File: src/rtl/arb_pkg.sv
// Shared types and constants for the round-robin mux-select arbiter.
// FSM encoding, requester count, select and hold-counter widths.
package arb_pkg;

  localparam int N     = 4;
  localparam int SEL_W = 2;
  localparam int CNT_W = 8;

  localparam logic [CNT_W-1:0] CNT_MAX = '1;

  typedef enum logic {
    IDLE  = 1'b0,
    GRANT = 1'b1
  } state_e;

  function automatic logic [N-1:0] onehot(
    input logic [SEL_W-1:0] sel
  );
    return N'(1) << sel;
  endfunction

endpackage

File: src/rtl/rr_pick.sv
// Combinational rotating-priority picker: first set request
// starting at ptr and wrapping modulo N.
module rr_pick
  import arb_pkg::*;
(
  input  logic [N-1:0]     req,
  input  logic [SEL_W-1:0] ptr,
  output logic [SEL_W-1:0] winner,
  output logic             any
);

  logic             found;
  logic [SEL_W-1:0] idx;

  always_comb begin
    winner = ptr;
    found  = 1'b0;
    idx    = ptr;
    for (int i = 0; i < N; i++) begin
      idx = ptr + SEL_W'(i);
      if (!found && req[idx]) begin
        winner = idx;
        found  = 1'b1;
      end
    end
  end

  assign any = |req;

endmodule

File: src/rtl/rr_select_arbiter.sv
// Four-channel round-robin arbiter driving a 4:1 mux select.
// Grant is held until done, request drop or hold-limit expiry.
module rr_select_arbiter
  import arb_pkg::*;
#(
  parameter int MAX_HOLD = 16
) (
  input  logic             clk,
  input  logic             rst,
  input  logic [N-1:0]     req,
  input  logic             done,
  output logic [SEL_W-1:0] s,
  output logic [N-1:0]     gnt,
  output logic             gnt_valid
);

  localparam bit HOLD_EN = (MAX_HOLD != 0);
  localparam int HOLD_LI = (MAX_HOLD == 0) ? 0 : MAX_HOLD - 1;
  localparam logic [CNT_W-1:0] HOLD_LAST = CNT_W'(HOLD_LI);

  state_e           state;
  logic [SEL_W-1:0] ptr;
  logic [CNT_W-1:0] cnt;
  logic [SEL_W-1:0] win;
  logic             any;
  logic             hold_hit;
  logic             rel;

  rr_pick u_pick (
    .req    (req),
    .ptr    (ptr),
    .winner (win),
    .any    (any)
  );

  assign hold_hit = HOLD_EN && (cnt == HOLD_LAST);
  assign rel      = done || !req[s] || hold_hit;

  // s is kept across IDLE so the mux output stays stable
  always_ff @(posedge clk) begin
    if (rst) begin
      state     <= IDLE;
      s         <= '0;
      gnt       <= '0;
      gnt_valid <= 1'b0;
      cnt       <= '0;
      ptr       <= '0;
    end else begin
      unique case (state)
        IDLE: begin
          if (any) begin
            state     <= GRANT;
            s         <= win;
            gnt       <= onehot(win);
            gnt_valid <= 1'b1;
            cnt       <= '0;
          end
        end
        GRANT: begin
          if (rel) begin
            state     <= IDLE;
            gnt       <= '0;
            gnt_valid <= 1'b0;
            ptr       <= s + 1'b1;
          end else if (cnt != CNT_MAX) begin
            cnt <= cnt + 1'b1;
          end
        end
        default: state <= IDLE;
      endcase
    end
  end

endmodule

File: config.mk
export PLATFORM = sky130hd
export DESIGN_NAME = rr_select_arbiter
export DESIGN_NICKNAME = d
export VERILOG_FILES = /design/src/rtl/arb_pkg.sv /design/src/rtl/rr_pick.sv /design/src/rtl/rr_select_arbiter.sv
export SDC_FILE = /design/constraint.sdc
export NUM_CORES = 1
export LEC_CHECK = 0
export CAP_MARGIN = 40
export CORE_UTILIZATION = 40
export CTS_CLUSTER_DIAMETER = 50
export CTS_CLUSTER_SIZE = 25
export DETAILED_ROUTE_END_ITERATION = 12
export GPL_TIMING_DRIVEN = 0
export SYNTH_ARGS = -nofsm -noshare
export SYNTH_HDL_FRONTEND = slang
export SYNTH_SLANG_ARGS = --single-unit
File: constraint.sdc
create_clock -name clk -period 4.95 [get_ports clk]
set_input_delay 0.99 -clock clk [delete_from_list [all_inputs] [get_ports clk]]
set_output_delay 0.99 -clock clk [all_outputs]
set_load 0.03 [all_outputs]
### Word level (Yosys, flattened, before mapping)

Index checks and enable logic that the tools add are counted.

| word-level totals | value |
|---|---|
| output and inout port bits | 7 |
| input bits | 7 |
| bits in registers | 18 |
| logic and storage cells | 67 |

| operators by class | value |
|---|---|
| eq/ne operators | 6 |
| bitwise operators | 1 |
| add/sub/neg operators | 5 |
| reductions and logical operators | 14 |
| order comparisons | 5 |
| shift-type cells | 1 |
| muxes and demuxes | 29 |

Operators by type and width:

| operator | count |
|---|---|
| 2-to-1 mux 8 bit | 3 |
| one-hot mux 8 bit (2 select lines) | 1 |
| < comparator 2 x 3 -> 1 bit (second input constant) | 5 |
| 2-to-1 mux 1 bit | 12 |
| binary-select mux 1 bit (select 2 bit) | 5 |
| adder 8 x 1 -> 8 bit (second input constant) | 1 |
| equality test 8 x 4 -> 1 bit (second input constant) | 1 |
| 2-to-1 mux 4 bit | 2 |
| != test 8 bit (second input constant) | 1 |
| one-hot mux 4 bit (2 select lines) | 1 |
| 2-to-1 mux 2 bit | 3 |
| AND reduction 2 bit | 3 |
| adder 2 x 1 -> 2 bit (second input constant) | 2 |
| adder 2 bit (second input constant) | 2 |
| logical NOT 1 bit | 4 |
| != test 2 x 1 -> 1 bit (second input constant) | 2 |
| != test 2 bit (second input constant) | 2 |
| one-hot mux 1 bit (2 select lines) | 2 |
| OR reduction 4 bit | 1 |
| left shift 1 x 2 -> 4 bit (first input constant) | 1 |
| logical AND 1 bit | 3 |
| AND reduction 3 bit | 1 |
| logical OR 1 bit | 2 |
| inverter 1 bit | 1 |

### Longest topological paths before layout

Gate-level depths: netlist of the first run.

| logic depth | value |
|---|---|
| word-level depth | 15 |
| depth in mapped cells | 6 |

### By module

Synthesis of the first run repeated with hierarchy kept, for this count alone.

| second synthesis, totals | value |
|---|---|
| cell total of the unflattened synthesis | 118 |
| area total of the unflattened synthesis | 1061.0 um^2 |

Modules (own cells, without submodules):

| module | cells each | seq. area each (um^2) | area each (um^2) | instances |
|---|---|---|---|---|
| rr_select_arbiter | 102 | 360.3 | 964.7 | 1 |
| rr_pick | 16 | 0.0 | 96.3 | 1 |

### Worst setup path before layout of the first run

OpenSTA, ideal clock, no wires.

| timing | value |
|---|---|
| path type | input-to-reg |
| start | input req[0] |
| end | register cnt[5] |
| cell stages on the path | 6 |
| arrival time | 2204 ps |
| setup time | 125 ps |
| data required time | 4825 ps |
| path slack | 2621 ps |
| cell sequence | or4_1 > nand2_1 > buf_2 > nand2_1 > a41oi_1 > nor3_1 |

| on the way | value |
|---|---|
| cells in the longest elaborated chain, start to end | 7 |

RTL lines:

| what | line | text |
|---|---|---|
| from (decl) | rr_select_arbiter.sv:10 | `input logic [N-1:0] req,` |
| binary-select mux 1 bit (select 2 bit) | rr_select_arbiter.sv:37 | `assign rel = done \|\| !req[s] \|\| hold_hit;` |
| 2-to-1 mux 1 bit (not written as such) | rr_select_arbiter.sv:37 |  |
| logical NOT 1 bit | rr_select_arbiter.sv:37 |  |
| logical OR 1 bit (2 in a row) | rr_select_arbiter.sv:37 |  |
| != test 2 bit (no source line) | n/a |  |
| AND reduction 3 bit (no source line) * | n/a |  |
| to (signal assigned) | rr_select_arbiter.sv:66 | `cnt <= cnt + 1'b1;` |
| to (decl) | rr_select_arbiter.sv:23 | `logic [CNT_W-1:0] cnt;` |

Every way passes the cells marked *; elsewhere a longest branch is shown, timed or not. The select of a mux whose other input is x is not followed.
A chain may end at the register's enable or synchronous reset.

### Final worst setup path of the first run

| timing | value |
|---|---|
| start | input req[0] |
| end | register gnt[1] |

| on the way | value |
|---|---|
| cells in the longest elaborated chain, start to end | 15 |

RTL lines:

| what | line | text |
|---|---|---|
| binary-select mux 1 bit (select 2 bit) | rr_pick.sv:21 | `if (!found && req[idx]) begin` |
| 2-to-1 mux 1 bit (not written as such) | rr_pick.sv:21 |  |
| 2-to-1 mux 1 bit | rr_pick.sv:21 |  |
| logical NOT 1 bit | rr_pick.sv:21 |  |
| logical AND 1 bit | rr_pick.sv:21 |  |
| 2-to-1 mux 1 bit | rr_pick.sv:21 |  |
| logical NOT 1 bit | rr_pick.sv:21 |  |
| logical AND 1 bit | rr_pick.sv:21 |  |
| 2-to-1 mux 1 bit | rr_pick.sv:21 |  |
| logical NOT 1 bit | rr_pick.sv:21 |  |
| logical AND 1 bit | rr_pick.sv:21 |  |
| 2-to-1 mux 2 bit | rr_pick.sv:21 |  |
| left shift 1 x 2 -> 4 bit | arb_pkg.sv:19 | `return N'(1) << sel;` |
| 2-to-1 mux 4 bit | rr_select_arbiter.sv:51 | `if (any) begin` |
| one-hot mux 4 bit (2 select lines) | rr_select_arbiter.sv:49 | `unique case (state)` |
| to (signal assigned) | rr_select_arbiter.sv:54 | `gnt <= onehot(win);` |
| to (decl) | rr_select_arbiter.sv:13 | `output logic [N-1:0] gnt,` |

Several ways; a longest one is shown, not always the timed one. The select of a mux whose other input is x is not followed.

==> impl_metrics.tcl, run 1 <==
set metrics [dict create \
    synth.distinct_cells 37 \
    cp_cell_sequence "clkdlybuf4s50_1 -> or4_1 -> nand2_1 -> buf_2 -> nor4_1 -> a32oi_1 -> nor2_1" \
    maxSlewViolCount 0 \
    ir_drop_v 0.000206 \
    grt_max_degree 11 \
    fin_crit_sh_pct 55.2 \
    via_count 887 \
    core_area_um2 2230 \
    ios 14 \
    maxCapViolCount 0 \
    die-area_um2 2590 \
    seqCellArea_um2 360 \
    met1_usage_pct 26.8 \
    layout_setup_ws_ps 2220 \
    yosysWarnings 0 \
    routed_wl_um 2120 \
    timing.rr.end "cnt[6]" \
    reg2reg_slack_ps 2990 \
    cp-end-kind "flop" \
    drtIter0Drc 18 \
    drive_gt1_share_pct 10.9 \
    cp_top_family "simple AND/OR/NAND/NOR gates" \
    grt-ovfl-total 0 \
    area_growth_pct 21.1 \
    syn-num-nets 119 \
    min_from "cnt[6]" \
    dr.pass1.iters 4 \
    dpl.hpwl_um 1630 \
    synthesis.area_um2 956 \
    cp_max_fo 10 \
    path_class "input port to flop" \
    gp_congestion 0.815 \
    dp_slack_ps 1940 \
    leakagePower_uw 0.000401 \
    grt_pass1_vias 846 \
    track_usage_pct 19.3 \
    netlist_top_cells_count "dfxtp_1 (18), nor2_1 (14), a21oi_1 (12), nand2_1 (10), inv_1 (5)" \
    die-width_um 50.9 \
    hold_violations 0 \
    async_flop_share_pct 0 \
    setup.worst_path.start_class "input port" \
    wl_per_cell_um 13.6 \
    numCtsBuffers 3 \
    via_per_inst 5.69 \
    period_needed_ps 2730 \
    hold_path_depth 2 \
    cts-htree-levels 1 \
    holdPathEnd "cnt[6]" \
    yosys.area.top_type "dfxtp_1" \
    maxSlewHeadroom_pct 50.8 \
    synth-main-ff-cell "dfxtp_1" \
    dieHeight_um 50.9 \
    setup_viol 0 \
    fmax_ghz 0.366 \
    ys_seq_area_share_pct 37.7 \
    cts_resized 0 \
    ys_ff_latch 18 \
    synth.avg_cell_area_um2 8.61 \
    post-route-util_pct 51.8 \
    grt_setup_unrepaired "no" \
    io_buffers 13 \
    grt_use_met2_pct 29.8 \
    status "finished, final reports clean" \
    synth_edf_count 0 \
    clk_pin_slew_worst_paths_ps 100 \
    worst_hold_path_type "flop to flop" \
    cts_setup_buffers 0 \
    grt_pass1_wl_um 3770 \
    cp.required_ps 5130 \
    multi_input_area_um2 568 \
    clockBufferDepth 2 \
    r2r_start "cnt[0]" \
    syn_inst 111 \
    crit_arrival_ps 2910 \
    finalClockSkew_ps 4.65 \
    r2r_cells 6 \
    power.density_nw_per_um2 284 \
    tritoncts "built" \
    cp_num_buf_inv 2 \
    clock_latency_ps 290 \
    crit_path_max_incr_delay_ps 620 \
    initial_core_util_pct 42.8 \
    rows 17 \
    cp_slowest_cell "or4_1" \
    yosysTopAreaCellShare_pct 37.7 \
    fillCellCount 231 \
    grt.met3_usage_pct 2.08 \
    cts-root-buf "clkbuf_4" \
    fin_nets 137 \
    drtAntennaViolNets 0 \
    busiest_layer "met2" \
    worst_pin_slew_ps 733 \
    hold_buffers 0 \
    yosys-top-cells-area "dfxtp_1 (38%), a21oi_1 (6.3%), nor2_1 (5.5%), nand2_1 (3.9%), a32oi_1 (3.7%)" \
    drcViolationCount 0 \
    startpoint "req[0]" \
    antenna_cells 0 \
    post-synth-top-count-cell "dfxtp_1" \
    antenna_found_initial 0 \
    cts_sinks 18 \
    finalSetupTns_ps 0 \
]
layout make-up:
| type | instances | area share, % |
|---|---|---|
| flip-flops and latches | 18 | 31.1 |
| inverters | 5 | 1.62 |
| repair buffers | 13 | 11.2 |
| well taps | 28 | 3.03 |
| multi-input cells | 86 | 49.1 |
| clock buffers | 4 | 3.14 |
| plain buffers | 2 | 0.757 |
state kept, by name (all words and copies together) (netlist names):
register / count
cnt: 8
gnt: 4
ptr: 2
s: 2
gnt_valid: 1
state: 1
per-stage QoR:
stage	area [µm²]	hold slack (ps)	std cells	power, µW
3_3_place_gp	1120	480	152	240
5_1_grt	1160	531	156	347
6_report	1160	512	156	328
4_1_cts	1160	503	156	330
2_1_floorplan	956	455	111	214
3_5_place_dp	1120	484	152	241
worst reg2reg max path: stages (launching register included):
cell and delay [ps]:
dfxtp_1 340, ha_1 230, nand3_1 240, o2111ai_4 220, a21oi_4 270, or4b_1 450, a21oi_1 150
kinds of logic after synthesis:
family          Yosys count  share of synthesized area, %
simple gates             46                          24.2
compound gates           34                          27.9
flops                    18                          37.7
buf+inv                   7                          2.88
xor+xnor                  4                          3.66
mux                       1                          2.36
fa+ha+maj                 1                          1.31
how the worst max path moves through the flow:
stage,depth (start not counted),end,slack [ps]
finish,7,gnt[1],2220
global route,7,cnt[5],2050
CTS,7,gnt[1],2240
detailed placement,7,cnt[4],1940
global placement,7,gnt[3],1940
floorplan,6,cnt[5],2620
metal layers:
metal,vias up,wire length [µm]
met3,4,49
met4,0,22
met5,-,0
li1,451,-
met1,418,1130
met2,14,915
power breakdown:
group          internal [µW]  switching (µW)  leakage (µW)
Combinational           33.2            43.6      0.000233
Sequential               153            8.67      0.000147
Clock                   44.8            45.1     0.0000210
cells in the final DEF (no fill, tap or decap), types with 2 or more instances in the layout:
master,n
nand2_1,10
o22a_1,2
nand3_1,3
inv_1,5
a32oi_1,4
nor3_1,3
a211oi_1,4
nor2_1,14
nand2b_1,4
a21oi_1,12
or4_1,2
clkbuf_4,3
clkdlybuf4s50_1,13
xnor2_1,4
nor4_1,2
dfxtp_1,18
a31o_2,2
Note: power is estimated with default switching activity, not from simulation.
==> run 2: changes to the inputs <==
==> constraint.sdc (replaced) <==
create_clock -name clk -period 2.5 [get_ports clk]
set_input_delay 0.5 -clock clk [delete_from_list [all_inputs] [get_ports clk]]
set_output_delay 0.5 -clock clk [all_outputs]
set_load 0.03 [all_outputs]
==> results of run 2 <==
The final DEF is identical to that of run 1. Status: finished, final reports clean.
Main changes from that run: setup slack after placement 1940 ps -> -23.1 ps; setup slack after layout 2220 ps -> 258 ps; register-to-register setup slack 2990 ps -> 540 ps; total power 328 µW -> 650 µW; worst IR drop on VDD 0.000206 V -> 0.000408 V
